[src/rtl/pb_debounce_multi_pkg.sv]
// Shared types for the pushbutton conditioner: per-channel FSM states,
// decoded contact condition and the (nc, no) -> contact decode function.
package pb_pkg;

  typedef enum logic [1:0] {
    IDLE         = 2'd0,
    PRESS_WAIT   = 2'd1,
    PRESSED      = 2'd2,
    RELEASE_WAIT = 2'd3
  } state_t;

  typedef enum logic [1:0] {
    OPEN    = 2'd0,
    CLOSED  = 2'd1,
    TRANSIT = 2'd2,
    INVALID = 2'd3
  } contact_t;

  // Inputs are the synchronized, active-high contact levels.
  function automatic contact_t decode(input logic nc, input logic no);
    contact_t c;
    case ({nc, no})
      2'b10:   c = OPEN;
      2'b01:   c = CLOSED;
      2'b00:   c = TRANSIT;
      default: c = INVALID;
    endcase
    return c;
  endfunction

endpackage

[src/rtl/pb_debounce_multi_if.sv]
// Pin-side and user-side signals of the pushbutton conditioner.
// master drives the raw contacts, slave (the conditioner) drives the results.
interface pb_debounce_multi_if #(
  parameter int N_CH = 2
);
  logic [N_CH-1:0] i_nc;
  logic [N_CH-1:0] i_no;
  logic [N_CH-1:0] o_level;
  logic [N_CH-1:0] o_press;
  logic [N_CH-1:0] o_release;
  logic [N_CH-1:0] o_repeat;
  logic [N_CH-1:0] o_fault;

  modport master (
    output i_nc, i_no,
    input  o_level, o_press, o_release, o_repeat, o_fault
  );

  modport slave (
    input  i_nc, i_no,
    output o_level, o_press, o_release, o_repeat, o_fault
  );
endinterface

[src/rtl/pb_debounce_multi_channel.sv]
// One pushbutton channel: 2-flop synchronizer, break-before-make decode,
// counter debounce FSM, stuck-contact fault detect and optional auto-repeat.
// Auto-repeat is built only when PB_AUTOREPEAT_EN is defined.
module pb_channel
  import pb_pkg::*;
#(
  parameter int DEBOUNCE_CYCLES = 16,
  parameter int REPEAT_DELAY    = 500,
  parameter int REPEAT_RATE     = 100
) (
  input  logic i_clk,
  input  logic i_rst,
  input  logic i_nc,
  input  logic i_no,
  output logic o_level,
  output logic o_press,
  output logic o_release,
  output logic o_repeat,
  output logic o_fault
);

  localparam int CNT_W = $clog2(DEBOUNCE_CYCLES + 1);
  localparam logic [CNT_W-1:0] DB_MAX = CNT_W'(DEBOUNCE_CYCLES);
  localparam logic [CNT_W-1:0] CNT_ONE = CNT_W'(1);
  localparam logic [CNT_W-1:0] CNT_ZERO = CNT_W'(0);

  logic nc_s1_q, nc_s2_q, no_s1_q, no_s2_q;
  contact_t contact_s;

  state_t state_q, state_d;
  logic [CNT_W-1:0] cnt_q, cnt_d, cnt_inc_s;
  logic [CNT_W-1:0] fcnt_q, fcnt_d, fcnt_inc_s;
  logic level_q, level_d;
  logic press_q, press_d;
  logic release_q, release_d;
  logic fault_q, fault_d;

  // Synchronize the inverted (active-high) contacts; reset to the OPEN pattern.
  always_ff @(posedge i_clk or posedge i_rst) begin
    if (i_rst) begin
      nc_s1_q <= 1'b1;
      nc_s2_q <= 1'b1;
      no_s1_q <= 1'b0;
      no_s2_q <= 1'b0;
    end else begin
      nc_s1_q <= ~i_nc;
      nc_s2_q <= nc_s1_q;
      no_s1_q <= ~i_no;
      no_s2_q <= no_s1_q;
    end
  end

  assign contact_s  = decode(nc_s2_q, no_s2_q);
  assign cnt_inc_s  = (cnt_q == DB_MAX) ? cnt_q : cnt_q + CNT_ONE;
  assign fcnt_inc_s = (fcnt_q == DB_MAX) ? fcnt_q : fcnt_q + CNT_ONE;

  // Debounce FSM next state, counter and registered-output next values.
  always_comb begin
    state_d   = state_q;
    cnt_d     = cnt_q;
    level_d   = level_q;
    press_d   = 1'b0;
    release_d = 1'b0;
    case (state_q)
      IDLE: begin
        if (contact_s == CLOSED) begin
          if (DB_MAX == CNT_ONE) begin
            state_d = PRESSED;
            cnt_d   = CNT_ZERO;
            press_d = 1'b1;
            level_d = 1'b1;
          end else begin
            state_d = PRESS_WAIT;
            cnt_d   = CNT_ONE;
          end
        end else begin
          cnt_d = CNT_ZERO;
        end
      end
      PRESS_WAIT: begin
        case (contact_s)
          CLOSED: begin
            if (cnt_inc_s == DB_MAX) begin
              state_d = PRESSED;
              cnt_d   = CNT_ZERO;
              press_d = 1'b1;
              level_d = 1'b1;
            end else begin
              cnt_d = cnt_inc_s;
            end
          end
          TRANSIT: cnt_d = cnt_q;
          default: begin
            state_d = IDLE;
            cnt_d   = CNT_ZERO;
          end
        endcase
      end
      PRESSED: begin
        if (contact_s == OPEN) begin
          if (DB_MAX == CNT_ONE) begin
            state_d   = IDLE;
            cnt_d     = CNT_ZERO;
            release_d = 1'b1;
            level_d   = 1'b0;
          end else begin
            state_d = RELEASE_WAIT;
            cnt_d   = CNT_ONE;
          end
        end else begin
          cnt_d = CNT_ZERO;
        end
      end
      RELEASE_WAIT: begin
        case (contact_s)
          OPEN: begin
            if (cnt_inc_s == DB_MAX) begin
              state_d   = IDLE;
              cnt_d     = CNT_ZERO;
              release_d = 1'b1;
              level_d   = 1'b0;
            end else begin
              cnt_d = cnt_inc_s;
            end
          end
          TRANSIT: cnt_d = cnt_q;
          default: begin
            state_d = PRESSED;
            cnt_d   = CNT_ZERO;
          end
        endcase
      end
      default: begin
        state_d = IDLE;
        cnt_d   = CNT_ZERO;
        level_d = 1'b0;
      end
    endcase
  end

  // Stuck-contact detect: count consecutive INVALID samples, clear on any other.
  always_comb begin
    if (contact_s == INVALID) begin
      fcnt_d  = fcnt_inc_s;
      fault_d = (fcnt_inc_s == DB_MAX);
    end else begin
      fcnt_d  = CNT_ZERO;
      fault_d = 1'b0;
    end
  end

  // FSM, counters and output registers.
  always_ff @(posedge i_clk or posedge i_rst) begin
    if (i_rst) begin
      state_q   <= IDLE;
      cnt_q     <= CNT_ZERO;
      fcnt_q    <= CNT_ZERO;
      level_q   <= 1'b0;
      press_q   <= 1'b0;
      release_q <= 1'b0;
      fault_q   <= 1'b0;
    end else begin
      state_q   <= state_d;
      cnt_q     <= cnt_d;
      fcnt_q    <= fcnt_d;
      level_q   <= level_d;
      press_q   <= press_d;
      release_q <= release_d;
      fault_q   <= fault_d;
    end
  end

  assign o_level   = level_q;
  assign o_press   = press_q;
  assign o_release = release_q;
  assign o_fault   = fault_q;

`ifdef PB_AUTOREPEAT_EN
  localparam int REP_MAX = (REPEAT_DELAY > REPEAT_RATE) ? REPEAT_DELAY : REPEAT_RATE;
  localparam int HOLD_W  = $clog2(REP_MAX + 1);
  localparam logic [HOLD_W-1:0] HOLD_DELAY = HOLD_W'(REPEAT_DELAY);
  localparam logic [HOLD_W-1:0] HOLD_RATE  = HOLD_W'(REPEAT_RATE);

  logic [HOLD_W-1:0] hold_q, hold_d, hold_next_s;
  logic armed_q, armed_d;
  logic repeat_q, repeat_d;

  assign hold_next_s = hold_q + HOLD_W'(1);

  // Hold counter runs only while staying in PRESSED; first pulse after the
  // delay, later pulses at the rate. Any exit clears the sequence.
  always_comb begin
    hold_d   = HOLD_W'(0);
    armed_d  = 1'b0;
    repeat_d = 1'b0;
    if ((state_q == PRESSED) && (state_d == PRESSED)) begin
      if (hold_next_s == (armed_q ? HOLD_RATE : HOLD_DELAY)) begin
        hold_d   = HOLD_W'(0);
        armed_d  = 1'b1;
        repeat_d = 1'b1;
      end else begin
        hold_d  = hold_next_s;
        armed_d = armed_q;
      end
    end else begin
      hold_d = HOLD_W'(0);
    end
  end

  // Auto-repeat registers.
  always_ff @(posedge i_clk or posedge i_rst) begin
    if (i_rst) begin
      hold_q   <= HOLD_W'(0);
      armed_q  <= 1'b0;
      repeat_q <= 1'b0;
    end else begin
      hold_q   <= hold_d;
      armed_q  <= armed_d;
      repeat_q <= repeat_d;
    end
  end

  assign o_repeat = repeat_q;
`else
  assign o_repeat = 1'b0;
`endif

endmodule

[src/rtl/pb_debounce_multi.sv]
// N-channel SPDT pushbutton conditioner top: replicates pb_channel per
// button. Optional auto-repeat is enabled with PB_AUTOREPEAT_EN.
module pb_debounce_multi
  import pb_pkg::*;
#(
  parameter int N_CH            = 2,
  parameter int DEBOUNCE_CYCLES = 16,
  parameter int REPEAT_DELAY    = 500,
  parameter int REPEAT_RATE     = 100
) (
  input  logic              i_clk,
  input  logic              i_rst,
  pb_debounce_multi_if.slave pb
);

  logic [N_CH-1:0] level_s, press_s, release_s, repeat_s, fault_s;

  for (genvar g = 0; g < N_CH; g++) begin : g_ch
    pb_channel #(
      .DEBOUNCE_CYCLES(DEBOUNCE_CYCLES),
      .REPEAT_DELAY   (REPEAT_DELAY),
      .REPEAT_RATE    (REPEAT_RATE)
    ) u_ch (
      .i_clk    (i_clk),
      .i_rst    (i_rst),
      .i_nc     (pb.i_nc[g]),
      .i_no     (pb.i_no[g]),
      .o_level  (level_s[g]),
      .o_press  (press_s[g]),
      .o_release(release_s[g]),
      .o_repeat (repeat_s[g]),
      .o_fault  (fault_s[g])
    );
  end

  assign pb.o_level   = level_s;
  assign pb.o_press   = press_s;
  assign pb.o_release = release_s;
  assign pb.o_repeat  = repeat_s;
  assign pb.o_fault   = fault_s;

endmodule

[src/flat_wrapper.sv]
// flat-port wrapper written by rule: the top's interface ports become plain ports
module pb_debounce_multi_flat import pb_pkg::*;
#(
  parameter int N_CH            = 2,
  parameter int DEBOUNCE_CYCLES = 16,
  parameter int REPEAT_DELAY    = 500,
  parameter int REPEAT_RATE     = 100
)
  (i_clk, i_rst, pb_i_nc, pb_i_no, pb_o_level, pb_o_press, pb_o_release, pb_o_repeat, pb_o_fault);
  pb_debounce_multi_if #(.N_CH(N_CH)) pb_i ();
  input  logic i_clk;
  input  logic i_rst;
  input wire logic [$bits(pb_i.i_nc)-1:0] pb_i_nc;
  input wire logic [$bits(pb_i.i_no)-1:0] pb_i_no;
  output wire logic [$bits(pb_i.o_level)-1:0] pb_o_level;
  output wire logic [$bits(pb_i.o_press)-1:0] pb_o_press;
  output wire logic [$bits(pb_i.o_release)-1:0] pb_o_release;
  output wire logic [$bits(pb_i.o_repeat)-1:0] pb_o_repeat;
  output wire logic [$bits(pb_i.o_fault)-1:0] pb_o_fault;
  assign pb_i.i_nc = pb_i_nc;
  assign pb_i.i_no = pb_i_no;
  assign pb_o_level = pb_i.o_level;
  assign pb_o_press = pb_i.o_press;
  assign pb_o_release = pb_i.o_release;
  assign pb_o_repeat = pb_i.o_repeat;
  assign pb_o_fault = pb_i.o_fault;
  pb_debounce_multi #(.N_CH(N_CH), .DEBOUNCE_CYCLES(DEBOUNCE_CYCLES), .REPEAT_DELAY(REPEAT_DELAY), .REPEAT_RATE(REPEAT_RATE)) u_core (.i_clk(i_clk), .i_rst(i_rst), .pb(pb_i));
endmodule
[config.mk]
export PLATFORM = sky130hd
export DESIGN_NAME = pb_debounce_multi_flat
export DESIGN_NICKNAME = d
export VERILOG_FILES = /design/src/rtl/pb_debounce_multi_pkg.sv /design/src/rtl/pb_debounce_multi_if.sv /design/src/rtl/pb_debounce_multi_channel.sv /design/src/rtl/pb_debounce_multi.sv /design/src/flat_wrapper.sv
export SDC_FILE = /design/constraint.sdc
export NUM_CORES = 1
export LEC_CHECK = 0
export ABC_AREA = 1
export BUFFER_PORTS_ARGS = -buffer_cell sky130_fd_sc_hd__buf_2
export CAP_MARGIN = 25
export CORE_MARGIN = 5
export CORE_UTILIZATION = 57
export CTS_CLUSTER_SIZE = 8
export DETAILED_ROUTE_END_ITERATION = 7
export GPL_TIMING_DRIVEN = 1
export PLACE_DENSITY = 0.76
export SLEW_MARGIN = 15
export SYNTH_ARGS = -nofsm -noshare
export SYNTH_HDL_FRONTEND = slang
export SYNTH_SLANG_ARGS = --single-unit
export TNS_END_PERCENT = 30
[constraint.sdc]
create_clock -name i_clk -period 4.7 [get_ports i_clk]
set_input_delay 0.94 -clock i_clk [delete_from_list [all_inputs] [get_ports i_clk]]
set_output_delay 0.94 -clock i_clk [all_outputs]
set_load 0.01 [all_outputs]
Yosys cells after proc, flatten, opt, wreduce, memory -nomap -nowiden
Cells that the tools add are included.
{"block": "classes", "addsub": 4, "n_eq_ne": 44, "n_mux": 56, "bitwise_logic": 4, "reduce_logical": 14}
{"operator": "5-bit == test (second input constant)", "n": 8}
{"operator": "5-bit two-way mux", "n": 8}
{"operator": "5-bit one-hot mux with 2 select lines", "n": 4}
{"operator": "5-bit one-hot mux with 4 select lines", "n": 2}
{"operator": "2-bit inequality test (second input constant)", "n": 16}
{"operator": "1-bit two-way mux", "n": 24}
{"operator": "5-bit by 1-bit adder with 5-bit output (second input constant)", "n": 4}
{"operator": "2-bit == test (second input constant)", "n": 10}
{"operator": "2-bit two-way mux", "n": 8}
{"operator": "2-bit one-hot mux with 2 select lines", "n": 4}
{"operator": "2-bit one-hot mux with 4 select lines", "n": 2}
{"operator": "2-bit by 1-bit == test with 1-bit output (second input constant)", "n": 6}
{"operator": "2-bit zero test", "n": 6}
{"operator": "3-bit inequality test (second input constant)", "n": 4}
{"operator": "2-bit one-hot mux with 3 select lines", "n": 2}
{"operator": "6-bit AND reduction", "n": 2}
{"operator": "5-bit AND reduction", "n": 2}
{"operator": "1-bit NOT", "n": 4}
{"operator": "1-bit one-hot mux with 2 select lines", "n": 2}
{"operator": "2-bit AND reduction", "n": 2}
{"operator": "2-bit nonzero test", "n": 2}
{"block": "word_totals", "reg_bits": 40, "input_bits": 6, "output_inout_bits": 10, "elab_cells": 144}

Logic depth before layout (Yosys ltp)
Gate-level depths: netlist of run 1.
{"block": "depth", "ltp_word": 6, "depth_mapped": 13, "depth_no_buf": 13}

Hierarchy
From an unflattened synthesis of run 1, not the netlist that was laid out.
{"block": "hier_totals", "cells_unflattened": 248, "hier_area_um2": 2055.7}
{"module": "pb_channel (u_core.g_ch[0].u_ch)", "instances": 1, "cells_per_inst": 123, "area_per_inst_um2": 1029.7, "seq_area_each_um2": 503.0}
{"module": "pb_channel (u_core.g_ch[1].u_ch)", "instances": 1, "cells_per_inst": 125, "area_per_inst_um2": 1026.0, "seq_area_each_um2": 503.0}

Worst setup path after synthesis of run 1
Ideal clock, no wire load.
{"block": "synth_timing", "kind": "register to register", "start": "reg u_core.g_ch[1].u_ch.cnt_q[0]", "end": "reg u_core.g_ch[1].u_ch.state_q[1]", "setup_ns": 0.117, "arrival_time_ns": 1.405, "t_required_ns": 4.583, "setup_slack_ns": 3.178, "path_stages_with_launch": 13, "path_cell_list": "dfrtp_1 > inv_1 > ha_1 > nand2_1 > clkinv_1 > nand2_1 > nand2_1 > a21oi_2 > nand3_2 > nand2_2 > nand2_2 > nand2_1 > nand2_1"}
{"block": "synth_between", "elab_chain_cells": 5}
{"element": "start, declared", "line": "pb_debounce_multi_channel.sv:31", "text": "logic [CNT_W-1:0] cnt_q, cnt_d, cnt_inc_s;"}
{"element": "start signal, assigned", "line": "pb_debounce_multi_channel.sv:164", "text": "cnt_q <= cnt_d;"}
{"element": "5-bit by 1-bit adder with 5-bit output / 5-bit == test (equally long branches)", "line": "pb_debounce_multi_channel.sv:54", "text": "assign cnt_inc_s = (cnt_q == DB_MAX) ? cnt_q : cnt_q + CNT_ONE;"}
{"element": "5-bit two-way mux *", "line": "pb_debounce_multi_channel.sv:54"}
{"element": "5-bit == test *", "line": "pb_debounce_multi_channel.sv:83, pb_debounce_multi_channel.sv:117"}
{"element": "3-bit inequality test (no source line)"}
{"element": "6-bit AND reduction (no source line) *"}
{"element": "end signal, assigned", "line": "pb_debounce_multi_channel.sv:163", "text": "state_q <= state_d;"}
{"element": "end, declared", "line": "pb_debounce_multi_channel.sv:30", "text": "state_t state_q, state_d;"}
Every way passes the cells marked *; elsewhere a longest branch is shown, timed or not.
A chain may end at the register's enable or synchronous reset.

Worst setup path after layout of run 1
{"block": "layout_timing", "start": "reg u_core.g_ch[1].u_ch.level_q", "end": "out pb_o_level[1]"}
{"element": "start, declared", "line": "pb_debounce_multi_channel.sv:33", "text": "logic level_q, level_d;"}
{"element": "start signal, assigned", "line": "pb_debounce_multi_channel.sv:166", "text": "level_q <= level_d;"}
{"element": "end, declared", "line": "flat_wrapper.sv:15", "text": "output wire logic [$bits(pb_i.o_level)-1:0] pb_o_level;"}
No word-level cell between the ends.

==> results.json, run 1 <==
{
  "outcome": "finished, final reports clean",
  "yosysUniqueCellTypes": 30,
  "hold_path_end": "u_core.g_ch[1].u_ch.nc_s2_q",
  "cp_slowest_stage_delay_ps": 380,
  "final-max-slew-violation-count": 0,
  "rows": 22,
  "ys_seq_area_share_pct": 47.91,
  "clock_latency_ps": 290,
  "gp_congestion": 0.8227,
  "grt_pass1_vias": 1483,
  "firstDrtPassIters": 4,
  "crit_arrival_ps": 810,
  "diodes": 0,
  "postSynthAreaPerCell_sq_um": 8.398,
  "grt_usage_pct": 14.94,
  "die_h_microns": 70.69,
  "nets": 276,
  "r2r-end": "u_core.g_ch[1].u_ch.state_q[1]",
  "area.sequential_sq_mm": 0.001006,
  "ctsLongestPathBuffers": 2,
  "cp.buffers_inverters": 1,
  "synthTopCellsByArea": "dfrtp_1 43%, nand2_1 8.4%, inv_1 6.3%, dfstp_2 5.0%, ha_1 4.8%",
  "syn_area_sq_mm": 0.002100,
  "post-cts-setup-buffer-count": 0,
  "worstPathMaxFanout": 2,
  "timing.fmax_mhz": 571.8,
  "cts-root-buf": "clkbuf_8",
  "cts_buffers": 5,
  "cp_top_family": "flip-flops",
  "worstPathCellList": "buf_2",
  "area_growth_pct": 8.701,
  "cts.sinks": 40,
  "grt_max_degree": 41,
  "ys.flop_type": "dfrtp_1",
  "grt.overflow.total": 0,
  "setup-violations-final": 0,
  "crit_path_end_kind": "output port",
  "vias": 1536,
  "routedWlPerCell_microns": 10.57,
  "h-tree-depth": 2,
  "worstPathRequired_ps": 3760,
  "power_leakage_uw": 0.001162,
  "yosys_warnings": 0,
  "finalClockSkew_ps": 6.040,
  "drive_gt1_share_pct": 19.01,
  "p_per_area_mw_per_mm2": 411.2,
  "antenna_left": 0,
  "fillers": 296,
  "period_share_pct": 37.21,
  "clk_pin_slew_worst_paths_ps": 80,
  "grt_pass1_wl_mm": 6.016,
  "cts_resized": 0,
  "synthCells": 250,
  "drtIter0Drc": 62,
  "synth_common_cells": "47 x nand2_1, 36 x dfrtp_1, 35 x inv_1, 25 x nor2_1, 19 x nand3_1",
  "r2r-start": "u_core.g_ch[1].u_ch.cnt_q[0]",
  "ys_ff_latch": 40,
  "cap_violations": 0,
  "min_path_type": "reg2reg",
  "hp-start": "u_core.g_ch[1].u_ch.nc_s1_q",
  "finalCriticalPeriod_ps": 1749,
  "reg2reg_depth": 12,
  "antenna_found_initial": 0,
  "die_w_microns": 70.69,
  "cp-start-kind": "flop",
  "io_buffers": 13,
  "vias_per_cell": 4.939,
  "path_class": "reg2out",
  "io_pins": 16,
  "drc": 0,
  "min_path_cells": 0,
  "final_core_util_pct": 63.29,
  "cts_tree": "done",
  "yosys.area.top_type": "dfrtp_1",
  "coreArea_sq_mm": 0.003606,
  "async_reset_ff_share_pct": 100.0,
  "tns_ps": 0,
  "hpwlAfterDp_mm": 2.417,
  "start_util_pct": 58.22,
  "setup.worst_path.start": "u_core.g_ch[1].u_ch.o_level",
  "die-area_sq_mm": 0.004997,
  "rsz0062_at_grt": "false",
  "peakVddDrop_mv": 0.2969,
  "synth_top_area_share_pct": 42.91,
  "post-synth-top-count-cell": "nand2_1",
  "reg2reg_slack_ps": 2990,
  "multi_input_area_sq_um": 862.1,
  "holdBufCountCts": 0,
  "synth-edff-count": 0,
  "drt-total-wl_mm": 3.286,
  "slowest_stage": "dfrtp_1",
  "final_hold_viol_count": 0
}
-- flip-flops by register name, indices dropped and copies added, names as in the netlist --
| register | cells |
|---|---|
| u_core.g_ch.u_ch.nc_s1_q | 2 |
| u_core.g_ch.u_ch.o_release | 2 |
| u_core.g_ch.u_ch.o_fault | 2 |
| u_core.g_ch.u_ch.no_s2_q | 2 |
| u_core.g_ch.u_ch.o_press | 2 |
| u_core.g_ch.u_ch.cnt_q | 10 |
| u_core.g_ch.u_ch.state_q | 4 |
| u_core.g_ch.u_ch.o_level | 2 |
| u_core.g_ch.u_ch.no_s1_q | 2 |
| u_core.g_ch.u_ch.nc_s2_q | 2 |
| u_core.g_ch.u_ch.fcnt_q | 10 |
-- area by class of cell --
cell class                 instances  share of cell area [%]
clock inverter                     2                   1.700
timing repair buffer              14                   3.180
tap                               48                   2.632
sequential                        40                   44.08
clock buffer                       6                   3.618
inverter                          42                   7.018
multi-input combinational        159                   37.77
-- through the flow --
step | cell area (sq um) | std cells | power (uW) | hold WS, ps | worst slack [ps]
5_1_grt | 2282 | 311 | 1010 | 364.7 | 2801
4_1_cts | 2282 | 311 | 948.4 | 358.9 | 2942
2_1_floorplan | 2103 | 251 | 605.3 | 331.2 | 2849
3_3_place_gp | 2161 | 303 | 646.7 | 331.4 | 3094
6_report | 2282 | 311 | 938.5 | 357.1 | 2951
3_5_place_dp | 2161 | 303 | 653.9 | 336.3 | 3033
-- power breakdown --
part           internal [uW]  switching [uW]
clock network            173             117
registers                378            41.3
logic                   83.0             146
-- placed cells by master, fill, tap and decap left out --
cell type	Yosys	final
dfrtp_1	36	36
or2_2	2	2
nand3_2	2	2
nor3_1	3	3
bufinv_16	0	1
or2_1	3	3
nand2_4	1	1
nor2_1	25	25
nand3_1	19	19
nand2_1	47	47
buf_4	10	1
o21ai_0	8	8
clkbuf_8	0	6
conb_1	1	2
nor2_2	7	7
o31ai_1	1	1
nor3_2	1	1
xor2_1	6	6
a31oi_1	2	2
inv_1	35	35
clkinv_4	0	1
ha_1	8	8
clkinv_1	2	2
dfstp_2	4	4
o21bai_1	1	1
buf_2	0	13
clkinv_2	2	2
xor2_2	1	1
inv_2	3	3
nand2_2	4	4
a21oi_2	1	1
o22ai_1	4	4
a21oi_1	5	5
nand4_1	6	6
-- logic make-up (layout without fill, tap and decap cells) --
kind of cell,after synthesis,after routing,synth area share [%]
other,1,2,0.1786
xor gates and xnor gates,7,7,3.278
AOI/OAI and AO/OA,22,22,6.019
DFF,40,40,47.91
and+or+nand+nor,120,120,26.64
adders and majority gates,8,8,4.768
buffers and inverters,52,64,11.20
-- worst max-delay path by stage --
stage | depth (start not counted) | end
final | 1 | pb_o_level[1]
after global routing | 12 | u_core.g_ch[1].u_ch.state_q[1]
after global placement | 12 | u_core.g_ch[1].u_ch.state_q[1]
after CTS | 1 | pb_o_level[1]
after floorplan | 1 | u_core.g_ch[0].u_ch.cnt_q[0]
after detailed placement | 12 | u_core.g_ch[1].u_ch.state_q[1]
-- layer usage --
layer,vias to the layer above,part of all wire [%],global-route usage (%)
li1,795,-,-
met1,711,45,17.40
met2,24,49,25.95
met3,6,4.0,3.551
met4,0,1.9,6.889
met5,-,0,0
Note: power is estimated with default switching activity, not from simulation.
==> run 2: changes to the inputs <==
--- a/config.mk
+++ b/config.mk
@@ -9,11 +9,11 @@
 export BUFFER_PORTS_ARGS = -buffer_cell sky130_fd_sc_hd__buf_2
 export CAP_MARGIN = 25
 export CORE_MARGIN = 5
-export CORE_UTILIZATION = 57
+export CORE_UTILIZATION = 53
 export CTS_CLUSTER_SIZE = 8
 export DETAILED_ROUTE_END_ITERATION = 7
 export GPL_TIMING_DRIVEN = 1
-export PLACE_DENSITY = 0.76
+export PLACE_DENSITY = 0.74
 export SLEW_MARGIN = 15
 export SYNTH_ARGS = -nofsm -noshare
 export SYNTH_HDL_FRONTEND = slang
==> constraint.sdc (replaced) <==
create_clock -name i_clk -period 1.6 [get_ports i_clk]
set_input_delay 0.32 -clock i_clk [delete_from_list [all_inputs] [get_ports i_clk]]
set_output_delay 0.32 -clock i_clk [all_outputs]
set_load 0.01 [all_outputs]
==> results.json, run 2 (synthesis results as in run 1) <==
{
  "cp-start-kind": "flop",
  "rsz0062_at_grt": "true",
  "holdBufCountCts": 0,
  "worstPathRequired_ps": 1790,
  "start_util_pct": 56.08,
  "antenna_found_initial": 0,
  "place_ws_ps": 1.059,
  "setup_ws_ps": 39.33,
  "timing.fmax_mhz": 640.8,
  "worstPathMaxFanout": 4,
  "routedWlPerCell_microns": 11.39,
  "rows": 22,
  "r2r-start": "u_core.g_ch[0].u_ch.cnt_q[0]",
  "grt_usage_pct": 15.68,
  "grt.overflow.total": 0,
  "final_core_util_pct": 65.64,
  "min_path_type": "in2async",
  "mostFrequentLayoutCells": "40 x nand2_1, 36 x dfrtp_1, 29 x inv_1, 24 x nor2_1, 18 x nand3_1",
  "p_per_area_mw_per_mm2": 1240,
  "final-max-slew-violation-count": 0,
  "grt_pass1_vias": 1545,
  "setup-violations-final": 0,
  "cts_tree": "done",
  "die_w_microns": 72.94,
  "reg2reg_depth": 12,
  "power_leakage_uw": 0.001251,
  "cts.sinks": 40,
  "grt_max_degree": 41,
  "drc": 0,
  "io_pins": 16,
  "nets": 287,
  "drt-total-wl_mm": 3.667,
  "io_buffers": 13,
  "gp_congestion": 0.8086,
  "cts-root-buf": "clkbuf_8",
  "area_growth_pct": 17.04,
  "vias_per_cell": 4.963,
  "drtIter0Drc": 57,
  "firstDrtPassIters": 4,
  "reg2reg_slack_ps": 40,
  "finalCriticalPeriod_ps": 1561,
  "top_regs": "u_core.g_ch.u_ch.cnt_q x10, u_core.g_ch.u_ch.fcnt_q x10, u_core.g_ch.u_ch.state_q x4",
  "grt_pass1_wl_mm": 6.465,
  "cts_buffers": 5,
  "die-area_sq_mm": 0.005320,
  "coreArea_sq_mm": 0.003744,
  "peakVddDrop_mv": 0.8584,
  "r2r-end": "u_core.g_ch[0].u_ch.state_q[1]",
  "clk_pin_slew_worst_paths_ps": 80,
  "worstPathCellList": "inv_2 -> ha_1 -> nand2_1 -> inv_2 -> nand3_1 -> nand3_2 -> nor2_4 -> nand2_2 -> nand2_4 -> nand2_2 -> nand2_1 -> nand2_1",
  "path_class": "reg2reg",
  "vias": 1598,
  "slowest_stage": "dfrtp_1",
  "outcome": "finished, final reports clean",
  "die_h_microns": 72.94,
  "final_hold_viol_count": 0,
  "diodes": 0,
  "period_share_pct": 97.54,
  "ctsLongestPathBuffers": 2,
  "cap_violations": 0,
  "final_common_cell": "nand2_1",
  "clock_latency_ps": 290,
  "crit_arrival_ps": 1750,
  "finalClockSkew_ps": 13.29,
  "antenna_left": 0,
  "drive_gt1_share_pct": 29.56,
  "fillers": 313,
  "crit_path_end_kind": "flop",
  "hpwlAfterDp_mm": 2.573,
  "cp_common_cell": "nand2_1",
  "cp_slowest_stage_delay_ps": 420,
  "h-tree-depth": 2
}
[run 2: cell types whose count changed in the layout (fill, tap and decap cells not counted), moves of 2 or more]
cell | previous run | this run
buf_4 | 1 | 10
inv_2 | 3 | 10
nand2_1 | 47 | 40
inv_1 | 35 | 29
nand2_2 | 4 | 9
ha_1 | 8 | 5
nor2_4 | 0 | 3
buf_6 | 0 | 2
clkinv_1 | 2 | 0
ha_4 | 0 | 2
nand2_4 | 1 | 3
nor2_2 | 7 | 5
[run 2: cell type report]
class,instances,area (sq um),share of cell area (%)
multi-input combinational,159,939.7,38.24
timing repair buffer,25,162.7,6.619
tap,48,60.06,2.444
clock inverter,1,30.03,1.222
inverter,42,162.7,6.619
sequential,40,1006,40.94
clock buffer,7,96.34,3.921
[run 2: metal layers]
metal | track usage, % | part of all wire, %
met1 | 19.32 | 45
met2 | 26.15 | 50
met3 | 4.545 | 4.5
met4 | 5.533 | 0.57
met5 | 0 | 0
[run 2: stage by stage]
| step | std cells | area [sq um] | hold slack, ps | power (uW) | setup TNS, ps |
|---|---|---|---|---|---|
| final | 322 | 2457 | 122.6 | 3047 | 0 |
| after CTS | 317 | 2333 | 117.1 | 2904 | 0 |
| after floorplan | 251 | 2103 | 331.2 | 1778 | 0 |
| after detailed placement | 307 | 2191 | 342.6 | 1965 | 0 |
| after global routing | 322 | 2457 | 122.6 | 3248 | -161.5 |
| after global placement | 307 | 2191 | 333.0 | 1953 | 0 |
[run 2: timing repair]
item | in CTS | in global routing
endpoints found under the setup margin | 4 | 6
endpoints found under the hold margin | 0 | 0
resized for setup | 2 | 28
pin swaps | 1 | 12
buffers inserted | 2 | 6
[run 2: where the power goes]
part / total, uW / leakage (uW) / switching, uW / internal [uW]
Sequential: 1230 / 0.000524 / 114 / 1110
Combinational: 930 / 0.000662 / 516 / 413
Clock: 892 / 0.0000645 / 342 / 550
Total: 3050 / 0.00125 / 972 / 2070
[run 2: worst max-delay path, delay by kind of cell, from the launching register on]
kind,cells,cell delay [ps]
flip-flops,1,420
buffers and inverters,2,100
adder cells (fa/ha/maj),1,190
AND/OR/NAND/NOR,9,720
[run 2: worst max-delay path by stage]
stage | startpoint | endpoint
2_1_floorplan | u_core.g_ch[1].u_ch.cnt_q[0] | u_core.g_ch[1].u_ch.state_q[1]
3_3_place_gp | u_core.g_ch[1].u_ch.cnt_q[0] | u_core.g_ch[1].u_ch.state_q[0]
3_5_place_dp | u_core.g_ch[1].u_ch.cnt_q[0] | u_core.g_ch[1].u_ch.state_q[0]
4_1_cts | u_core.g_ch[1].u_ch.cnt_q[0] | u_core.g_ch[1].u_ch.state_q[0]
5_1_grt | u_core.g_ch[0].u_ch.cnt_q[0] | u_core.g_ch[0].u_ch.state_q[1]
6_report | u_core.g_ch[0].u_ch.cnt_q[0] | u_core.g_ch[0].u_ch.state_q[1]
